$ cat config.mk
export PLATFORM = sky130hd
export DESIGN_NAME = uart_encoder
export DESIGN_NICKNAME = d
export VERILOG_FILES = /design/src/rtl/uart_pkg.sv /design/src/rtl/uart_frame_builder.sv /design/src/rtl/uart_encoder.sv
export SDC_FILE = /design/constraint.sdc
export NUM_CORES = 1
export LEC_CHECK = 0
export ABC_AREA = 0
export BUFFER_PORTS_ARGS = -buffer_cell sky130_fd_sc_hd__buf_2
export CAP_MARGIN = 15
export CORE_UTILIZATION = 49
export CTS_CLUSTER_DIAMETER = 120
export DETAILED_ROUTE_END_ITERATION = 16
export GPL_ROUTABILITY_DRIVEN = 0
export PLACE_DENSITY = 0.75
export SLEW_MARGIN = 25
export SYNTH_ARGS = -nofsm -noshare
export SYNTH_HDL_FRONTEND = slang
export SYNTH_SLANG_ARGS = --single-unit
$ cat constraint.sdc
create_clock -name clk -period 1.8 [get_ports clk]
set_input_delay 0.09 -clock clk [delete_from_list [all_inputs] [get_ports clk]]
set_output_delay 0.09 -clock clk [all_outputs]
set_load 0.01 [all_outputs]
$ cat src/rtl/uart_pkg.sv
// Shared definitions for the inter-board UART link.
// Holds the frame opcodes, the sync-frame payload codes, the transmit FSM
// state type and the snapshot record. Both the TX encoder and the peer RX
// decoder import this package so the two ends agree on the frame format.
package uart_pkg;

  // Opcode in bits [2:0] of every frame; equals the frame's position in a burst.
  localparam logic [2:0] OP_SYNC    = 3'b000;
  localparam logic [2:0] OP_KEEP_LO = 3'b001;
  localparam logic [2:0] OP_KEEP_HI = 3'b010;
  localparam logic [2:0] OP_X_LO    = 3'b011;
  localparam logic [2:0] OP_X_HI    = 3'b100;
  localparam logic [2:0] OP_Y_LO    = 3'b101;
  localparam logic [2:0] OP_Y_HI    = 3'b110;
  localparam logic [2:0] OP_SCORE   = 3'b111;

  // Sync-frame payloads.
  localparam logic [4:0] SYNC_SHOOTER_START = 5'b11001;
  localparam logic [4:0] SYNC_START         = 5'b01001;
  localparam logic [4:0] SYNC_IDLE          = 5'b00001;

  localparam int unsigned FRAMES_PER_BURST = 8;

  typedef enum logic [1:0] {
    ST_IDLE = 2'd0,
    ST_SEND = 2'd1,
    ST_GAP  = 2'd2
  } state_e;

  // Local game state captured once per burst.
  typedef struct packed {
    logic       local_shooter;
    logic       game_starts;
    logic [9:0] keeper_pos;
    logic [9:0] x_shooter;
    logic [9:0] y_shooter;
    logic [2:0] player_score;
    logic       is_scored;
    logic       multi_input;
  } snapshot_t;

endpackage

$ cat src/rtl/uart_frame_builder.sv
// Combinational frame mux: selects one 8-bit frame of a snapshot.
// Ports:
//   snap  - captured game state
//   idx   - frame number 0..7
//   frame - {payload[4:0], opcode[2:0]} for that frame
module uart_frame_builder
  import uart_pkg::*;
(
  input  snapshot_t  snap,
  input  logic [2:0] idx,
  output logic [7:0] frame
);

  logic [4:0] sync_payload;

  always_comb begin
    if (snap.game_starts && snap.local_shooter) begin
      sync_payload = SYNC_SHOOTER_START;
    end else if (snap.game_starts) begin
      sync_payload = SYNC_START;
    end else begin
      // A shooter flag before game start still reports plain idle sync.
      sync_payload = SYNC_IDLE;
    end
  end

  always_comb begin
    // NOTE: assign a default before the case so no path leaves frame unassigned, which would infer a latch.
    frame = 8'h00;
    unique case (idx)
      3'd0: frame = {sync_payload,                       OP_SYNC};
      3'd1: frame = {snap.keeper_pos[4:0],               OP_KEEP_LO};
      3'd2: frame = {snap.keeper_pos[9:5],               OP_KEEP_HI};
      3'd3: frame = {snap.x_shooter[4:0],                OP_X_LO};
      3'd4: frame = {snap.x_shooter[9:5],                OP_X_HI};
      3'd5: frame = {snap.y_shooter[4:0],                OP_Y_LO};
      3'd6: frame = {snap.y_shooter[9:5],                OP_Y_HI};
      3'd7: frame = {snap.multi_input, snap.is_scored,
                     snap.player_score,                  OP_SCORE};
      default: frame = 8'h00;
    endcase
  end

endmodule

$ cat src/rtl/uart_encoder.sv
// Transmit framing stage: on send_tick, snapshots the local game state and
// writes it to the UART TX FIFO as eight frames, each followed by
// GAP_CYCLES idle cycles (must be >= 1 so tx_full is re-sampled between writes).
// Ports:
//   clk, rst       - clock, asynchronous active-high reset
//   send_tick      - one-cycle burst request, honoured only while idle
//   tx_full        - FIFO full; a write is held while it is high
//   local_shooter .. multi_input - game state to snapshot
//   wr_uart        - registered FIFO write strobe, one cycle per frame
//   w_data         - frame byte, valid while wr_uart is high
//   busy           - burst in progress
module uart_encoder
  import uart_pkg::*;
#(
  parameter int GAP_CYCLES = 1
) (
  input  logic       clk,
  input  logic       rst,
  input  logic       send_tick,
  input  logic       tx_full,
  input  logic       local_shooter,
  input  logic       game_starts,
  input  logic [9:0] keeper_pos,
  input  logic [9:0] x_shooter,
  input  logic [9:0] y_shooter,
  input  logic [2:0] player_score,
  input  logic       is_scored,
  input  logic       multi_input,
  output logic       wr_uart,
  output logic [7:0] w_data,
  output logic       busy
);

  localparam int CW = (GAP_CYCLES > 1) ? $clog2(GAP_CYCLES) : 1;
  localparam logic [CW-1:0] GAP_LAST = CW'(GAP_CYCLES - 1);

  state_e       state_q, state_d;
  logic [2:0]   idx_q,   idx_d;
  logic [CW-1:0] gap_q,  gap_d;
  snapshot_t    snap_q,  snap_d;
  logic         wr_q,    wr_d;
  logic [7:0]   data_q,  data_d;
  logic [7:0]   frame_byte;

  uart_frame_builder u_frame_builder (
    .snap  (snap_q),
    .idx   (idx_q),
    .frame (frame_byte)
  );

  always_comb begin
    state_d = state_q;
    idx_d   = idx_q;
    gap_d   = gap_q;
    snap_d  = snap_q;
    wr_d    = 1'b0;
    data_d  = data_q;

    unique case (state_q)
      ST_IDLE: begin
        if (send_tick) begin
          snap_d = '{local_shooter: local_shooter, game_starts: game_starts,
                     keeper_pos: keeper_pos, x_shooter: x_shooter,
                     y_shooter: y_shooter, player_score: player_score,
                     is_scored: is_scored, multi_input: multi_input};
          idx_d   = 3'd0;
          state_d = ST_SEND;
        end
      end
      ST_SEND: begin
        // A full FIFO simply parks here; the frame index does not move.
        if (!tx_full) begin
          wr_d    = 1'b1;
          data_d  = frame_byte;
          gap_d   = '0;
          state_d = ST_GAP;
        end
      end
      ST_GAP: begin
        if (gap_q == GAP_LAST) begin
          gap_d   = '0;
          idx_d   = idx_q + 3'd1;   // wraps to 0 after the last frame
          state_d = (idx_q == 3'd7) ? ST_IDLE : ST_SEND;
        end else begin
          gap_d = gap_q + CW'(1);
        end
      end
      default: state_d = ST_IDLE;
    endcase
  end

  // NOTE: sequential state uses non-blocking assignments so every flop samples pre-edge values.
  always_ff @(posedge clk or posedge rst) begin
    if (rst) begin
      state_q <= ST_IDLE;
      idx_q   <= 3'd0;
      gap_q   <= '0;
      // NOTE: the snapshot register is reset too, so nothing stale can leak into w_data after reset.
      snap_q  <= '0;
      wr_q    <= 1'b0;
      data_q  <= 8'h00;
    end else begin
      state_q <= state_d;
      idx_q   <= idx_d;
      gap_q   <= gap_d;
      snap_q  <= snap_d;
      wr_q    <= wr_d;
      data_q  <= data_d;
    end
  end

  assign wr_uart = wr_q;
  assign w_data  = data_q;
  assign busy    = (state_q != ST_IDLE);

endmodule

---- After elaboration in Yosys (flattened, before gate mapping) ----
Index checks and enable logic that the tools add are counted.
word-level totals
  flip-flop bits (word level) ............. 52
  bits in latches ......................... 0
  RAM bits ................................ 0
  logic and storage cells ................. 55
  memories kept ........................... 0
  bits in read-only memories .............. 0
cells by class
  muxes and demuxes ....................... 16
  shifts and indexed selects .............. 0
  magnitude comparators ................... 0
  divide/modulo/power cells ............... 0
  equality and inequality tests ........... 12
  $add $sub $neg .......................... 2
  bitwise operators ....................... 1
  multiply operators ...................... 0
  reduce and logical (&&, ||, !) cells .... 11
operator list
  operator                                                                number
  8-bit case mux with 8 select lines                                      1
  3-bit equality test (second input constant)                             4
  3-bit by 2-bit equality test with 1-bit output (second input constant)  2
  2-bit two-way mux                                                       3
  3-bit two-way mux                                                       2
  2-bit != test (second input constant)                                   3
  2-bit case mux with 3 select lines                                      1
  3-bit case mux with 2 select lines                                      1
  2-bit AND reduction                                                     3
  3-bit AND reduction                                                     2
  2-bit nonzero test                                                      3
  1-bit two-way mux                                                       5
  5-bit two-way mux                                                       1
  4-bit two-way mux                                                       1
  3-bit by 1-bit adder with 3-bit output (second input constant)          1
  3-bit by 1-bit equality test with 1-bit output (second input constant)  1
  3-bit zero test                                                         1
  2-bit by 1-bit equality test with 1-bit output (second input constant)  1
  2-bit equality test (second input constant)                             1
  2-bit zero test                                                         1
  1-bit case mux with 2 select lines                                      1
  1-bit adder (second input constant)                                     1
  1-bit logical AND                                                       1
  1-bit inverter                                                          1

---- Logic depth before layout (Yosys ltp) ----
  depth after elaboration ................. 4
  depth in mapped cells ................... 8
  gate-level depth less buffers ........... 6

---- Cells and area by module ----
Synthesis repeated with hierarchy kept, for this count alone.
unflattened totals
  cells, all modules ...................... 157
  area total of the unflattened synthesis .. 2,468.6 um^2
modules (own cells, without submodules)
  module              sequential area each (um^2)  cells each  area each (um^2)  times used
  uart_encoder        1,276.2                      117         2,105.8           1
  uart_frame_builder  0.0                          40          362.8             1

---- Worst setup path after synthesis ----
Ideal clock, no wire load.
  kind .................................... reg-to-reg
  start point ............................. reg idx_q[0]
  end point ............................... reg data_q[6] (netlist: w_data[6])
  data arrival time ....................... 1.596 ns
  setup time .............................. 0.126 ns
  period minus slack after synthesis ...... 1.723 ns
  buffers on the path ..................... 1
  required time ........................... 1.674 ns
  path slack .............................. 0.077 ns
  cell stages (with the launch flop) ...... 8
  cells stage by stage .................... dfrtp_1 ha_1 ha_1 clkbuf_1 a22o_1 a221oi_1 and3_1 o22ai_1
on the way
  word-level cells in the longest chain between the ends .. 2
  elaborated cells between the ends (all ways) .. 9
  those cells by class .................... 7 x eq/ne; 1 x mux; 1 x reduce/logical
ends and longest elaborated chain
  element                                      line                      RTL
  from (decl)                                  uart_encoder.sv:38        logic [2:0] idx_q, idx_d;
  from (signal assigned)                       uart_encoder.sv:104       idx_q <= idx_d;
  3-bit equality test (tied with other cells)  uart_frame_builder.sv:30  unique case (idx)
  8-bit case mux with 8 select lines *         uart_frame_builder.sv:30
  to (signal assigned)                         uart_encoder.sv:108       data_q <= data_d;
  to (decl)                                    uart_encoder.sv:42        logic [7:0] data_q, data_d;
Every way passes the cells marked *; elsewhere a longest branch is shown, timed or not.
A chain may end at the register's enable or synchronous reset.

---- Worst setup path in the final report ----
Same ends and word-level chain as after synthesis.

==> flow_summary.html <==
<table>
<tr><th>Metric</th><th>Value</th></tr>
<tr><th colspan="2">Outcome</th></tr>
<tr><td>Outcome</td><td>complete, no violations</td></tr>
<tr><th colspan="2">Floorplanning</th></tr>
<tr><td>Core Region</td><td>0.00479 sq mm</td></tr>
<tr><td>Die Y-Extent</td><td>72.9 um</td></tr>
<tr><td>Count of pins on the block boundary</td><td>51</td></tr>
<tr><td>Effective utilization at floorplan</td><td>51.4%</td></tr>
<tr><td>Num rows</td><td>25</td></tr>
<tr><td>Area enclosed by the die boundary</td><td>0.00531 sq mm</td></tr>
<tr><td>Overall die width</td><td>72.9 um</td></tr>
<tr><th colspan="2">Routing</th></tr>
<tr><td>Detailed Routing Iterations Pass 1</td><td>4</td></tr>
<tr><td>Residual DRC count</td><td>0</td></tr>
<tr><td>DR vias</td><td>1593</td></tr>
<tr><td>ANT nets after route</td><td>0</td></tr>
<tr><td>Drt via density</td><td>5.19</td></tr>
<tr><td>Detailed Route WL</td><td>4.71 mm</td></tr>
<tr><td>Iteration-0 DRC Markers</td><td>71</td></tr>
<tr><td>Average wire length per cell after detail routing</td><td>15.3 um</td></tr>
<tr><th colspan="2">Clocking</th></tr>
<tr><td>Number of clock sinks seen by CTS</td><td>51</td></tr>
<tr><td>Worst skew pair latency</td><td>0.31 ns</td></tr>
<tr><td>Clock Tree Root</td><td>sky130_fd_sc_hd__clkbuf_8</td></tr>
<tr><td>Clock Pin Slew Worst Setup and Hold Paths</td><td>0.09 ns</td></tr>
<tr><td>Clk buf depth</td><td>2</td></tr>
<tr><td>Number of buffers created by CTS</td><td>5</td></tr>
<tr><td>Clock tree from TritonCTS</td><td>done</td></tr>
<tr><td>Total number of H-tree levels</td><td>2</td></tr>
<tr><th colspan="2">Synth</th></tr>
<tr><td>Most used DFF post-synth</td><td>sky130_fd_sc_hd__dfrtp_1</td></tr>
<tr><td>Post-synthesis instance area</td><td>0.00246 sq mm</td></tr>
<tr><td>Share of the synthesized area in the top cell type</td><td>51.9%</td></tr>
<tr><td>Synthesized net count</td><td>223</td></tr>
<tr><td>Post-synth EDFFs</td><td>0</td></tr>
<tr><td>Post-synthesis sequential area ratio</td><td>51.9%</td></tr>
<tr><td>Cells taking the most area after synthesis</td><td>sky130_fd_sc_hd__dfrtp_1 52%, sky130_fd_sc_hd__mux2_4 18%, sky130_fd_sc_hd__mux2_2 6.0%, sky130_fd_sc_hd__ha_1 3.1%, sky130_fd_sc_hd__buf_12 2.4%</td></tr>
<tr><td>Number of synthesized register bits</td><td>51</td></tr>
<tr><td>Most common library cells after synthesis</td><td>51 x sky130_fd_sc_hd__dfrtp_1, 30 x sky130_fd_sc_hd__mux2_4, 13 x sky130_fd_sc_hd__mux2_2</td></tr>
<tr><td>Total number of yosys warnings</td><td>0</td></tr>
<tr><td>Distinct cell type count of the synthesized netlist</td><td>42</td></tr>
<tr><td>Most common cell in the netlist</td><td>sky130_fd_sc_hd__dfrtp_1</td></tr>
<tr><td>Fraction of synthesis flops using an asynchronous set or reset pin</td><td>100%</td></tr>
<tr><td>Post-synthesis instance total</td><td>176</td></tr>
<tr><td>Biggest area consumer among synthesized cells</td><td>sky130_fd_sc_hd__dfrtp_1</td></tr>
<tr><td>Synthesized area per cell</td><td>14.0 sq um</td></tr>
<tr><th colspan="2">Finish</th></tr>
<tr><td>Area of all placed cells without fillers</td><td>0.00301 sq mm</td></tr>
<tr><td>Final #Nets</td><td>286</td></tr>
<tr><td>Layout cells sized above 1</td><td>48.8%</td></tr>
<tr><td>Number of inserted filler cells in the final layout</td><td>369</td></tr>
<tr><td>Post-Layout Cell Count</td><td>307</td></tr>
<tr><td>Area growth from synthesis to layout</td><td>22.3%</td></tr>
<tr><td>Count of inserted antenna diode cells</td><td>0</td></tr>
<tr><td>Core occupancy in the finished layout</td><td>62.9%</td></tr>
<tr><th colspan="2">Worst setup path</th></tr>
<tr><td>Kind of launch point of the worst setup path</td><td>flop</td></tr>
<tr><td>Worst Setup End Kind</td><td>flop</td></tr>
<tr><td>Largest driver fanout on the critical path</td><td>9</td></tr>
<tr><td>CP arrival</td><td>1.90 ns</td></tr>
<tr><td>WP data required</td><td>1.98 ns</td></tr>
<tr><td>Worst setup path class</td><td>flop to flop</td></tr>
<tr><th colspan="2">Timing</th></tr>
<tr><td>Hold Violations, Final</td><td>0</td></tr>
<tr><td>Transition time of the tightest slew-check pin</td><td>0.629 ns</td></tr>
<tr><td>Max Transition Viols Final</td><td>0</td></tr>
<tr><td>RSZ-0062 raised after global routing</td><td>true</td></tr>
<tr><td>Worst max-slew margin expressed relative to the limit</td><td>58.1%</td></tr>
<tr><td>Clock skew</td><td>0.00565 ns</td></tr>
<tr><td>Final critical-path required period</td><td>1.72 ns</td></tr>
<tr><td>Number of endpoints failing setup at the final stage</td><td>0</td></tr>
<tr><td>Total Neg Setup Slack</td><td>0 ns</td></tr>
<tr><td>Max Clk Rate</td><td>583 MHz</td></tr>
<tr><td>Fin crit share</td><td>95.4%</td></tr>
<tr><th colspan="2">Global routing</th></tr>
<tr><td>Remaining global-route overflow</td><td>0</td></tr>
<tr><td>Maximum number of pins on one net before global-route repair</td><td>52</td></tr>
<tr><td>Via count of the first global-routing pass</td><td>1565</td></tr>
<tr><td>Number of antenna violations at the first check in global routing</td><td>0</td></tr>
<tr><td>Global-route wire length before repair</td><td>7.85 mm</td></tr>
<tr><td>Total Routing Usage GR</td><td>20.1%</td></tr>
<tr><th colspan="2">Flow run</th></tr>
<tr><td>Max-Cap Viols</td><td>0</td></tr>
<tr><th colspan="2">Power</th></tr>
<tr><td>Power per unit of standard cell area</td><td>1640 mW/mm^2</td></tr>
<tr><td>Peak supply drop</td><td>0.833 mV</td></tr>
<tr><td>Static leakage</td><td>1.39 nW</td></tr>
<tr><td>Total Power Consumption</td><td>0.00492 W</td></tr>
<tr><th colspan="2">Place</th></tr>
<tr><td>Post-DP HPWL</td><td>3.29 mm</td></tr>
<tr><td>Cell total after placement</td><td>289</td></tr>
<tr><td>Count of buffers from port buffering</td><td>50</td></tr>
<tr><td>Post-Place Cell Area</td><td>0.00275 sq mm</td></tr>
<tr><th colspan="2">Worst hold path</th></tr>
<tr><td>Type of the tightest min-delay check</td><td>input port to flop</td></tr>
</table>
cell usage in the layout, fill, tap and decap left out, drive strengths merged, types with 2 or more instances in the layout:
cell / Yosys / layout
buf: 6 / 56
nand2: 8 / 8
a21oi: 2 / 2
ha: 6 / 6
inv: 8 / 8
dfrtp: 51 / 51
dlygate4sd3: 0 / 10
a221oi: 3 / 3
mux2: 43 / 43
nor3b: 2 / 2
clkbuf: 4 / 6
nor3: 2 / 2
o21ai: 6 / 6
a222oi: 3 / 3
a31oi: 3 / 3
a22o: 2 / 2
nor2: 7 / 7
critical path: stages (launching register included):
cell and delay (ns):
sky130_fd_sc_hd__dfrtp_1 0.43, sky130_fd_sc_hd__ha_2 0.24, sky130_fd_sc_hd__ha_4 0.20, sky130_fd_sc_hd__a22o_1 0.23
sky130_fd_sc_hd__a221oi_1 0.21, sky130_fd_sc_hd__and3_1 0.21, sky130_fd_sc_hd__o22ai_1 0.08
path summary, 6_finish.rpt:
path,from,to,slack (ns),cells past startpoint
worst max-delay path,idx_q[0],w_data[6],0.08,6
worst min-delay path,y_shooter[9],snap_q[14],0.008,2
worst max register to register,idx_q[0],w_data[6],0.08,6
worst min register to register,w_data[5],w_data[5],0.51,1
max in group asynchronous,rst,state_q[0],0.87,4
min in group asynchronous,rst,snap_q[8],0.50,4
power breakdown:
part,total [W],switching [W],internal (W)
sequential,0.00213,0.000413,0.00172
clock,0.000819,0.000370,0.000450
combinational,0.00198,0.000789,0.00119
registers in the layout, summed over array words and instances, names as in the netlist:
| signal | cells |
|---|---|
| idx_q | 3 |
| snap_q | 37 |
| state_q | 2 |
| w_data | 8 |
| wr_uart | 1 |
final cells by class:
type                            count  area, sq um  share of cell area [%]
Clock buffer                        6         82.6                    2.74
Clock inverter                      2         35.0                    1.16
Inverter                            8         30.0                   0.998
Multi-Input combinational cell    107         1090                    36.3
Sequential cell                    51         1280                    42.4
Tap cell                           67         83.8                    2.79
Timing Repair Buffer               66          408                    13.6
per-stage QoR:
| step | worst slack [ns] | hold slack, ns |
|---|---|---|
| after global routing | -0.00950 | 0.00261 |
| after detailed placement | 0.000522 | 0.287 |
| after floorplan | 0.0775 | 0.160 |
| after global placement | 0.0679 | 0.286 |
| final | 0.0834 | 0.00797 |
| after CTS | 0.0535 | 0.000260 |
metal layers:
layer | share of wire (%) | track usage [%]
met3 | 4.0 | 4.28
met5 | 0 | 0
met1 | 50 | 28.9
met4 | 1.6 | 7.84
met2 | 44 | 29.9
cell families after synthesis:
kind of cell             after synthesis  share of synthesized area, %
adder cells (fa/ha/maj)                6                          3.05
AND/OR/NAND/NOR                       29                          6.87
buffers and inverters                 18                          5.24
multiplexers                          44                          24.7
flip-flops                            51                          51.9
AO/OA/AOI/OAI                         28                          8.29
timing repair:
action,CTS,global route
pin swaps,0,1
endpoints found under the hold margin,59,1
hold buffers,9,1
setup buffers,0,0
endpoints found under the setup margin,1,4
gates cloned,0,0
resized for setup,1,7
Note: power is estimated with default switching activity, not from simulation.
